--- src/rtl/hook_line_pkg.sv ---
// Shared types and sprite tables for the multi-hook line/hook renderer.
package hook_line_pkg;

   typedef enum logic [1:0] {
      ATTACHED = 2'b00,
      CUT      = 2'b01,
      RETRACT  = 2'b10,
      HIDDEN   = 2'b11
   } line_state_e;

   typedef logic [11:0] rgb444_t;

   localparam int unsigned SPRITE_W = 7;

   // First sprite row drawn in column dx; column 7 is outside the sprite.
   function automatic logic [3:0] sprite_lo(input logic [2:0] dx);
      if (dx == 3'd7) return 4'd15;
      return 4'(dx);
   endfunction

   // Last sprite row drawn in column dx.
   function automatic logic [3:0] sprite_hi(input logic [2:0] dx);
      case (dx)
         3'd0:    return 4'd9;
         3'd1:    return 4'd8;
         3'd2:    return 4'd8;
         3'd3:    return 4'd7;
         3'd4:    return 4'd7;
         3'd5:    return 4'd6;
         3'd6:    return 4'd6;
         default: return 4'd0;
      endcase
   endfunction

endpackage

--- src/rtl/hook_channel.sv ---
// One hook/line channel: frame-latched position, cut/retract FSM and stage-1 hit flags.
// Optional HOOK_BLINK_EN: hook blinks while the line is cut.
module hook_channel
   import hook_line_pkg::*;
#(
   parameter int unsigned IDX          = 0,
   parameter int unsigned POS_W        = 14,
   parameter int unsigned CNT_W        = 10,
   parameter int unsigned SCALE        = 10,
   parameter int unsigned LINE_TOP     = 62,
   parameter int unsigned ANCHOR_X0    = 279,
   parameter int unsigned ANCHOR_PITCH = 40,
   parameter int unsigned HOLD_FRAMES  = 30,
   parameter int unsigned RETRACT_STEP = 4
) (
   input  logic             clk,
   input  logic             rst_n,
   input  logic             frame_start,
   input  logic             valid,
   input  logic [CNT_W-1:0] h_cnt,
   input  logic [CNT_W-1:0] v_cnt,
   input  logic [POS_W-1:0] h_position,
   input  logic [POS_W-1:0] v_position,
   input  logic             cut,
   input  logic             restore,
   output logic             line_hit,
   output logic             hook_hit,
   output line_state_e      state
);

   localparam int unsigned ANCHOR_X = ANCHOR_X0 + IDX * ANCHOR_PITCH;
   localparam int unsigned HOLD_W   = $clog2(HOLD_FRAMES + 1);
   localparam int unsigned CNT_MAX  = (1 << CNT_W) - 1;
   localparam int unsigned DW       = CNT_W + 1;

   logic [CNT_W-1:0]  hx, hy, end_v;
   logic [HOLD_W-1:0] hold;
   logic              cut_q;
   logic              cut_edge_c;
   logic [CNT_W-1:0]  line_end_c;
   logic [DW-1:0]     dx_c, dy_c;
   logic              draw_hook_c;
   logic              in_sprite_c;
   logic              line_hit_c;

   function automatic logic [CNT_W-1:0] scale_sat(input logic [POS_W-1:0] p);
      logic [POS_W-1:0] q;
      q = p / POS_W'(SCALE);
      if (32'(q) > CNT_MAX) return CNT_W'(CNT_MAX);
      return CNT_W'(q);
   endfunction

   assign cut_edge_c = cut & ~cut_q;

   // Position latch, edge detector and cut/retract FSM.
   always_ff @(posedge clk) begin
      if (!rst_n) begin
         state <= ATTACHED;
         hold  <= '0;
         end_v <= CNT_W'(LINE_TOP);
         hx    <= '0;
         hy    <= '0;
         cut_q <= 1'b0;
      end else begin
         cut_q <= cut;
         if (frame_start) begin
            hx <= scale_sat(h_position);
            hy <= scale_sat(v_position);
         end
         if (restore && state != ATTACHED) begin
            state <= ATTACHED;
            end_v <= CNT_W'(LINE_TOP);
         end else begin
            case (state)
               ATTACHED: if (cut_edge_c) begin
                  end_v <= hy;
                  hold  <= '0;
                  state <= CUT;
               end
               CUT: if (frame_start) begin
                  if (hold == HOLD_W'(HOLD_FRAMES - 1)) state <= RETRACT;
                  else                                  hold  <= hold + HOLD_W'(1);
               end
               RETRACT: if (frame_start) begin
                  if (end_v <= CNT_W'(LINE_TOP + RETRACT_STEP)) begin
                     end_v <= CNT_W'(LINE_TOP);
                     state <= HIDDEN;
                  end else begin
                     end_v <= end_v - CNT_W'(RETRACT_STEP);
                  end
               end
               default: ;
            endcase
         end
      end
   end

`ifdef HOOK_BLINK_EN
   logic [3:0] frame_cnt;

   always_ff @(posedge clk) begin
      if (!rst_n)           frame_cnt <= '0;
      else if (frame_start) frame_cnt <= frame_cnt + 4'd1;
   end

   assign draw_hook_c = (state == ATTACHED) || (state == CUT && frame_cnt[3]);
`else
   assign draw_hook_c = (state == ATTACHED);
`endif

   assign line_end_c = (state == ATTACHED) ? hy : end_v;

   // Offsets carry a sign bit so pixels left of / above the hook never alias into it.
   assign dx_c = {1'b0, h_cnt} - {1'b0, hx};
   assign dy_c = {1'b0, v_cnt} - {1'b0, hy};

   assign in_sprite_c = !dx_c[CNT_W] && !dy_c[CNT_W]
                     && (dx_c < DW'(SPRITE_W))
                     && (dy_c >= DW'(sprite_lo(dx_c[2:0])))
                     && (dy_c <= DW'(sprite_hi(dx_c[2:0])));

   assign line_hit_c = valid && (state != HIDDEN)
                    && (h_cnt == CNT_W'(ANCHOR_X))
                    && (v_cnt >= CNT_W'(LINE_TOP))
                    && (v_cnt <= line_end_c);

   // Stage 1 of the pixel pipeline.
   always_ff @(posedge clk) begin
      if (!rst_n) begin
         line_hit <= 1'b0;
         hook_hit <= 1'b0;
      end else begin
         line_hit <= line_hit_c;
         hook_hit <= valid && draw_hook_c && in_sprite_c;
      end
   end

endmodule

--- src/rtl/hook_line_renderer.sv ---
// Multi-hook fishing line/hook colouriser feeding the background/sprite mixer.
// Optional HOOK_BLINK_EN: cut hooks blink before retracting.
module hook_line_renderer
   import hook_line_pkg::*;
#(
   parameter int unsigned N_HOOKS      = 2,
   parameter int unsigned POS_W        = 14,
   parameter int unsigned CNT_W        = 10,
   parameter int unsigned SCALE        = 10,
   parameter int unsigned LINE_TOP     = 62,
   parameter int unsigned ANCHOR_X0    = 279,
   parameter int unsigned ANCHOR_PITCH = 40,
   parameter int unsigned HOLD_FRAMES  = 30,
   parameter int unsigned RETRACT_STEP = 4,
   parameter rgb444_t     HOOK_COLOR   = 12'hfff,
   parameter rgb444_t     LINE_COLOR   = 12'h000
) (
   input  logic                     clk,
   input  logic                     rst_n,
   input  logic                     frame_start,
   input  logic                     valid,
   input  logic [CNT_W-1:0]         h_cnt,
   input  logic [CNT_W-1:0]         v_cnt,
   input  logic [N_HOOKS*POS_W-1:0] h_position,
   input  logic [N_HOOKS*POS_W-1:0] v_position,
   input  logic [N_HOOKS-1:0]       cut,
   input  logic [N_HOOKS-1:0]       restore,
   output rgb444_t                  vga,
   output logic                     background,
   output logic [2*N_HOOKS-1:0]     line_state
);

   logic [N_HOOKS-1:0] line_hits;
   logic [N_HOOKS-1:0] hook_hits;
   line_state_e        states [N_HOOKS];

   for (genvar i = 0; i < N_HOOKS; i++) begin : g_ch
      hook_channel #(
         .IDX          (i),
         .POS_W        (POS_W),
         .CNT_W        (CNT_W),
         .SCALE        (SCALE),
         .LINE_TOP     (LINE_TOP),
         .ANCHOR_X0    (ANCHOR_X0),
         .ANCHOR_PITCH (ANCHOR_PITCH),
         .HOLD_FRAMES  (HOLD_FRAMES),
         .RETRACT_STEP (RETRACT_STEP)
      ) u_ch (
         .clk         (clk),
         .rst_n       (rst_n),
         .frame_start (frame_start),
         .valid       (valid),
         .h_cnt       (h_cnt),
         .v_cnt       (v_cnt),
         .h_position  (h_position[i*POS_W +: POS_W]),
         .v_position  (v_position[i*POS_W +: POS_W]),
         .cut         (cut[i]),
         .restore     (restore[i]),
         .line_hit    (line_hits[i]),
         .hook_hit    (hook_hits[i]),
         .state       (states[i])
      );
      assign line_state[2*i +: 2] = states[i];
   end

   // Stage 2: lines over hooks; all hooks of a class share one colour.
   always_ff @(posedge clk) begin
      if (!rst_n) begin
         vga        <= 12'h000;
         background <= 1'b1;
      end else if (|line_hits) begin
         vga        <= LINE_COLOR;
         background <= 1'b0;
      end else if (|hook_hits) begin
         vga        <= HOOK_COLOR;
         background <= 1'b0;
      end else begin
         vga        <= 12'h000;
         background <= 1'b1;
      end
   end

endmodule
--- config.mk ---
export PLATFORM = sky130hd
export DESIGN_NAME = hook_line_renderer
export DESIGN_NICKNAME = d
export VERILOG_FILES = /design/src/rtl/hook_line_pkg.sv /design/src/rtl/hook_channel.sv /design/src/rtl/hook_line_renderer.sv
export SDC_FILE = /design/constraint.sdc
export NUM_CORES = 1
export LEC_CHECK = 0
export BUFFER_PORTS_ARGS = -buffer_cell sky130_fd_sc_hd__buf_2
export CORE_MARGIN = 4
export CORE_UTILIZATION = 63
export CTS_CLUSTER_SIZE = 14
export DETAILED_ROUTE_END_ITERATION = 10
export PLACE_DENSITY_LB_ADDON = 0.05
export SETUP_SLACK_MARGIN = 0.3
export SLEW_MARGIN = 15
export SYNTH_ARGS = -nofsm -noshare
export SYNTH_HDL_FRONTEND = slang
export SYNTH_SLANG_ARGS = --single-unit
export TNS_END_PERCENT = 30
--- constraint.sdc ---
create_clock -name clk -period 5.73 [get_ports clk]
set_input_delay 1.146 -clock clk [delete_from_list [all_inputs] [get_ports clk]]
set_output_delay 1.146 -clock clk [all_outputs]
set_load 0.03 [all_outputs]
==> results of run 1 <==
[how the worst min path moves through the flow]
stage                    to             startpoint  cells past startpoint  slack (ns)
floorplan           vga[10]  g_ch[0].u_ch.line_hit                      1        0.40
global placement    vga[10]  g_ch[1].u_ch.line_hit                      1        0.42
detailed placement  vga[10]  g_ch[0].u_ch.line_hit                      1        0.42
CTS                 vga[10]  g_ch[0].u_ch.line_hit                      1        0.44
global route        vga[10]  g_ch[0].u_ch.line_hit                      1        0.47
finish              vga[10]  g_ch[0].u_ch.line_hit                      1        0.44
[stage by stage]
step	cells	hold WS (ns)
2_1_floorplan	1618	0.400
3_3_place_gp	1837	0.419
6_report	1854	0.441
3_5_place_dp	1837	0.424
5_1_grt	1854	0.466
4_1_cts	1853	0.439
[cells in the mapped netlist (all sizes together) (35+ instances only)]
cell type  number
a21oi         120
buf            45
clkbuf         70
dfxtp          82
ha             94
inv           102
nand2         112
nand2b         43
nand3          38
nor2          109
nor3           55
o21ai         143
xnor2          35
[cell families after synthesis]
logic type,count (synthesis),synth area share (%)
mux,37,3.40
compound gates,586,34.7
fa+ha+maj,101,11.1
flops,82,14.1
buf+inv,221,8.13
simple gates,533,24.1
xor+xnor,58,4.38
[where the power goes]
group          internal (mW)  switching [mW]
logic                  0.824            1.17
registers              0.674           0.112
clock network          0.295           0.244
total                   1.79            1.53
[worst max-delay path: cells and delay by family]
family / cells / cell delay, ns
AO/OA/AOI/OAI: 11 / 3.03
buffers and inverters: 1 / 0.18
AND/OR/NAND/NOR: 2 / 0.77
[per-layer routing]
| metal | track usage (%) | vias up | wire, um |
|---|---|---|---|
| li1 | - | 6029 | - |
| met1 | 38.7 | 5552 | 13800 |
| met2 | 45.9 | 342 | 13700 |
| met3 | 3.89 | 41 | 1580 |
| met4 | 6.84 | 4 | 518 |
| met5 | 0 | - | 27 |
[state kept, by name, indices dropped and copies added, names as in the netlist]
register,count
background,1
g_ch.u_ch.cut_q,2
g_ch.u_ch.hx,20
vga,1
g_ch.u_ch.line_hit,2
g_ch.u_ch.hook_hit,2
g_ch.u_ch.hy,20
g_ch.u_ch.state,4
g_ch.u_ch.end_v,20
g_ch.u_ch.hold,10
[final cells by class]
class                      count  area [um2]
fill                        1640        5850
clock buffer                   9         225
multi-input combinational   1315        9020
tap                          229         287
sequential                    82        1640
antenna                        1        2.50
inverter                     106         398
timing repair buffer         105         548
clock inverter                 7        52.6
==> out/metrics.csv, run 1 <==
metric;value;unit
r2r_start;g_ch[1].u_ch.hx[0];
crit_fanout;12;
clk_path_buf_depth;2;
leakagePower;5.07;nW
yosysTopAreaCell;dfxtp_1;
dp_slack;0.596;ns
peakVddDrop;349;uV
r2r_cells;16;
via_count;11968;
die_w;144;um
synth_top_flop_cell;dfxtp_1;
status;completed;
place_congestion;0.909;
synth_area;0.0116;mm2
io_pins;101;
finalSetupViolCount;0;
synth-warning-count;0;
worst_slew_pin_slew;0.989;ns
startpoint;v_position[23];
dpl.hpwl;22.5;mm
drc;0;
syn_nets;1800;
power.density;273;mW/mm2
ant_nets;0;
finalSetupTns;0;ns
synth_area_leaders;dfxtp_1 14%, ha_1 10%, o21ai_0 6.0%, a21oi_1 5.1%, nand2_1 3.6%;
p_total;3.32;mW
startpoint_type;input pin;
die-area;0.0207;mm2
portBuffers;96;
syn_inst;1618;
rsz0062_at_grt;no;
timing.slew.headroom;33.6;%
rows;49;
hold_class;reg -> reg;
critPathArrivalTime;5.14;ns
clkTransAtPathRegs;0.07;ns
maxCapViolations;0;
timing.rr.end;g_ch[1].u_ch.hook_hit;
fin_nets;1801;
layout_common_cells;138 x o21ai_0, 119 x a21oi_1, 111 x nand2_1;
slew_violations;0;
post_cts_buffers;0;
finalHoldViolations;0;
final_common_cell;o21ai_0;
ctsRootBufferMaster;clkbuf_16;
critPathKind;in -> reg;
final_cell_area;0.0122;mm2
synth_edf_count;0;
holdBufCountCts;0;
numCtsBuffers;9;
fmax;0.206;GHz
cts_resized;0;
wl_per_cell;16.0;um
min_period;4.85;ns
grt_pass1_vias;10585;
synth-seq-cells;82;
gr-usage-all-layers;27.9;%
synth_top_area_share;14.1;%
yosysSeqAreaShare;14.1;%
syn2layout_area_growth;4.90;%
grt_pass1_wl;49.2;mm
ff2ff_setup_slack;2.04;ns
finClkSkew;0.00983;ns
end_kind;register;
cts_tree;yes;
grt_overflow;0;
post_drt_via_cell_ratio;6.46;
async_flop_share;0;%
antenna_found_initial;3;
clk_latency;0.35;ns
avgSynthCellArea;7.17;um2
dr.pass1.iters;5;
fin_crit_sh;84.7;%
slowest_delay;0.66;ns
crit_chain;buf_2 -> nor2b_1 -> o2bb2ai_1 -> a221oi_1 -> a22oi_1 -> o211ai_1 -> a211oi_2 -> o21ai_1 -> a2bb2oi_1 -> nand2_1 -> o31ai_1 -> a22oi_1 -> a221o_1 -> o2bb2ai_1;
placed_cell_area;0.0119;mm2
drive_gt1_share;10.7;%
fin_util;67.6;%
die_h;144;um
drtIter0Drc;755;
endpoint;g_ch[1].u_ch.hy[0];
cts.htree.levels;3;
fin_ws;0.879;ns
crit_slowest_cell;a22oi_1;
wirelength;29.6;mm
worstPathRequired;6.02;ns
initial_core_util;64.4;%
fp.coreArea;0.0180;mm2
cts_sinks;82;
grt_max_degree;44;
yosys.cell_types.count;101;
No activity file was read; power rests on OpenSTA's default activity.
==> run 2, diff against run 1 <==
- ABC_AREA: unset -> 1
- CORE_UTILIZATION: 63 -> 56
- clock period: 5.73 -> 4.12 ns (I/O delays scaled with it)
==> run 2 against run 1 <==
Against the previous run:
- the flow now finishes with violations (setup timing)
- sequential cell count did not move
- critical path depth rose by 27
- critical path type unchanged
- final cell count rose by 12%
- die area fell by 2.6%
- largest power group unchanged
- largest cell class unchanged
- hold slack got worse by 0.0088 ns
==> out/metrics.csv, run 2 <==
metric;value;unit
status;finished with violations;
violations;setup timing;
clkTransAtPathRegs;0.06;ns
min_period;4.46;ns
avgSynthCellArea;6.38;um2
post_drt_via_cell_ratio;5.48;
syn_inst;1573;
dr.pass1.iters;5;
cts.htree.levels;3;
ff_latch_area;0.00164;mm2
synthAdderAreaFrac;12.5;%
synthTopCellsByCount;352 x nand2_1, 255 x inv_1, 142 x nand3_1;
yosys.cell_types.count;56;
synth_most_common_cell;nand2_1;
yosysTopAreaCell;dfxtp_1;
portBuffers;96;
antenna_found_initial;0;
p_total;7.63;mW
syn2layout_area_growth;34.8;%
cts_sinks;82;
place_congestion;0.942;
grt_pass1_wl;43.6;mm
whs;0.432;ns
critPathKind;in -> reg;
leakagePower;7.20;nW
drtIter0Drc;602;
maxCapViolations;0;
worstPathRequired;4.39;ns
fin_crit_sh;108;%
yosys.area_share.simple;38.3;%
drc;0;
timing.slew.headroom;50.7;%
power.density;564;mW/mm2
via_count;11331;
synth_top_area_share;16.4;%
synth_top_flop_cell;dfxtp_1;
critPathArrivalTime;4.74;ns
dpl.hpwl;20.3;mm
fin_nets;2023;
die-area;0.0201;mm2
synth_area;0.0100;mm2
slew_violations;0;
hold_class;reg -> reg;
die_h;142;um
final_common_cell;nand2_1;
grt_overflow;0;
end_kind;register;
antennaDiodeCount;0;
fin_util;77.6;%
synth_edf_count;0;
finalSetupViolCount;9;
multi_input_area;0.00813;mm2
finClkSkew;0.0109;ns
slowest_delay;0.19;ns
finalSetupTns;-1.78;ns
synth_top_family_by_area;simple AND/OR/NAND/NOR gates;
top_regs;g_ch.u_ch.end_v: 20 flops, g_ch.u_ch.hx: 20 flops, g_ch.u_ch.hy: 20 flops;
holdBufCountCts;0;
syn_nets;1755;
wirelength;29.6;mm
peakVddDrop;357;uV
startpoint_type;input pin;
synth-seq-cells;82;
clk_path_buf_depth;2;
crit_slowest_cell;nand2_1;
crit_fanout;4;
synthMuxAreaShare;0;%
clk_latency;0.34;ns
numCtsBuffers;9;
die_w;142;um
wl_per_cell;14.3;um
finalHoldViolations;0;
ctsRootBufferMaster;clkbuf_16;
synth_area_leaders;dfxtp_1 16%, nand2_1 13%, ha_1 12%, inv_1 9.5%, nand3_1 7.1%;
drive_gt1_share;35.4;%
grt_max_degree;42;
synth-xor-area-share;2.10;%
initial_core_util;57.6;%
synth-warning-count;0;
yosysSeqAreaShare;16.4;%
ff2ff_setup_slack;0.29;ns
io_pins;101;
gr-usage-all-layers;25.4;%
ant_nets;0;
worst_slew_pin_slew;0.740;ns
rsz0062_at_grt;yes;
fp.coreArea;0.0174;mm2
fmax;0.224;GHz
fillers;1315;
rows;48;
async_flop_share;0;%
fin_ws;-0.345;ns
grt_pass1_vias;9819;
cpMostUsedCell;nand2_4;
synth_compound_area_share;18.1;%
layout_common_cells;261 x nand2_1, 246 x inv_1, 177 x buf_4;
cts_tree;yes;
-- run 2: cell count changes in the layout (fill, tap and decap cells not counted), moves of 71 or more --
cell / previous run / this run
nand2_4: 0 / 83
o21ai_0: 138 / 67
buf_4: 9 / 177
nand2_2: 1 / 118
inv_1: 101 / 246
nand3_1: 38 / 115
nand2_1: 111 / 261
-- run 2: cell type report --
cell class                      instances  share of cell area [%]
Sequential cell                        82                    12.1
Inverter                              292                    8.26
Multi-Input combinational cell       1171                    60.1
Clock inverter                          5                   0.601
Tap cell                              225                    2.08
Clock buffer                            9                    1.67
Timing Repair Buffer                  285                    15.1
-- run 2: what timing repair did --
item / CTS / global route
pin swaps: 52 / 145
setup buffers: 29 / 43
hold endpoints to repair: 0 / 0
endpoints found under the setup margin: 13 / 19
gates resized for setup: 90 / 191
-- run 2: through the flow --
stage	std cells	worst slack (ns)	area, um2
2_1_floorplan	1573	0.0217	10100
3_3_place_gp	1983	-0.441	11600
3_5_place_dp	1983	-0.558	11600
4_1_cts	2026	-0.0564	12400
5_1_grt	2069	-0.569	13500
6_report	2069	-0.345	13500
-- run 2: power by group --
| group | leakage [nW] | switching (mW) | internal (mW) |
|---|---|---|---|
| Combinational | 6.38 | 3.22 | 2.41 |
| Clock | 0.147 | 0.326 | 0.524 |
| Sequential | 0.679 | 0.179 | 0.969 |
-- run 2: worst paths after layout --
| kind | from | to | depth (start not counted) |
|---|---|---|---|
| max | v_position[12] | g_ch[0].u_ch.hy[0] | 41 |
| min | g_ch[0].u_ch.line_hit | vga[10] | 1 |
| max reg2reg | g_ch[1].u_ch.hx[0] | g_ch[1].u_ch.hook_hit | 19 |
| min reg2reg | g_ch[0].u_ch.line_hit | vga[10] | 1 |
-- run 2: per-layer routing --
layer | part of all wire, % | up-vias | global-route usage, %
li1 | - | 5737 | -
met1 | 44 | 5226 | 34.2
met2 | 50 | 318 | 44.8
met3 | 4.7 | 50 | 2.46
met4 | 1.9 | 0 | 4.55
met5 | 0 | - | 0
-- run 2: critical path, delay by kind of cell --
kind / cells / cell delay [ns]
simple gates: 29 / 2.52
compound gates: 4 / 0.55
buf+inv: 8 / 0.81
-- run 2: cell families after synthesis --
group,Yosys count
AND/OR/NAND/NOR,769
XOR/XNOR,24
buffers and inverters,320
adder cells (fa/ha/maj),98
flip-flops,82
AO/OA/AOI/OAI,280
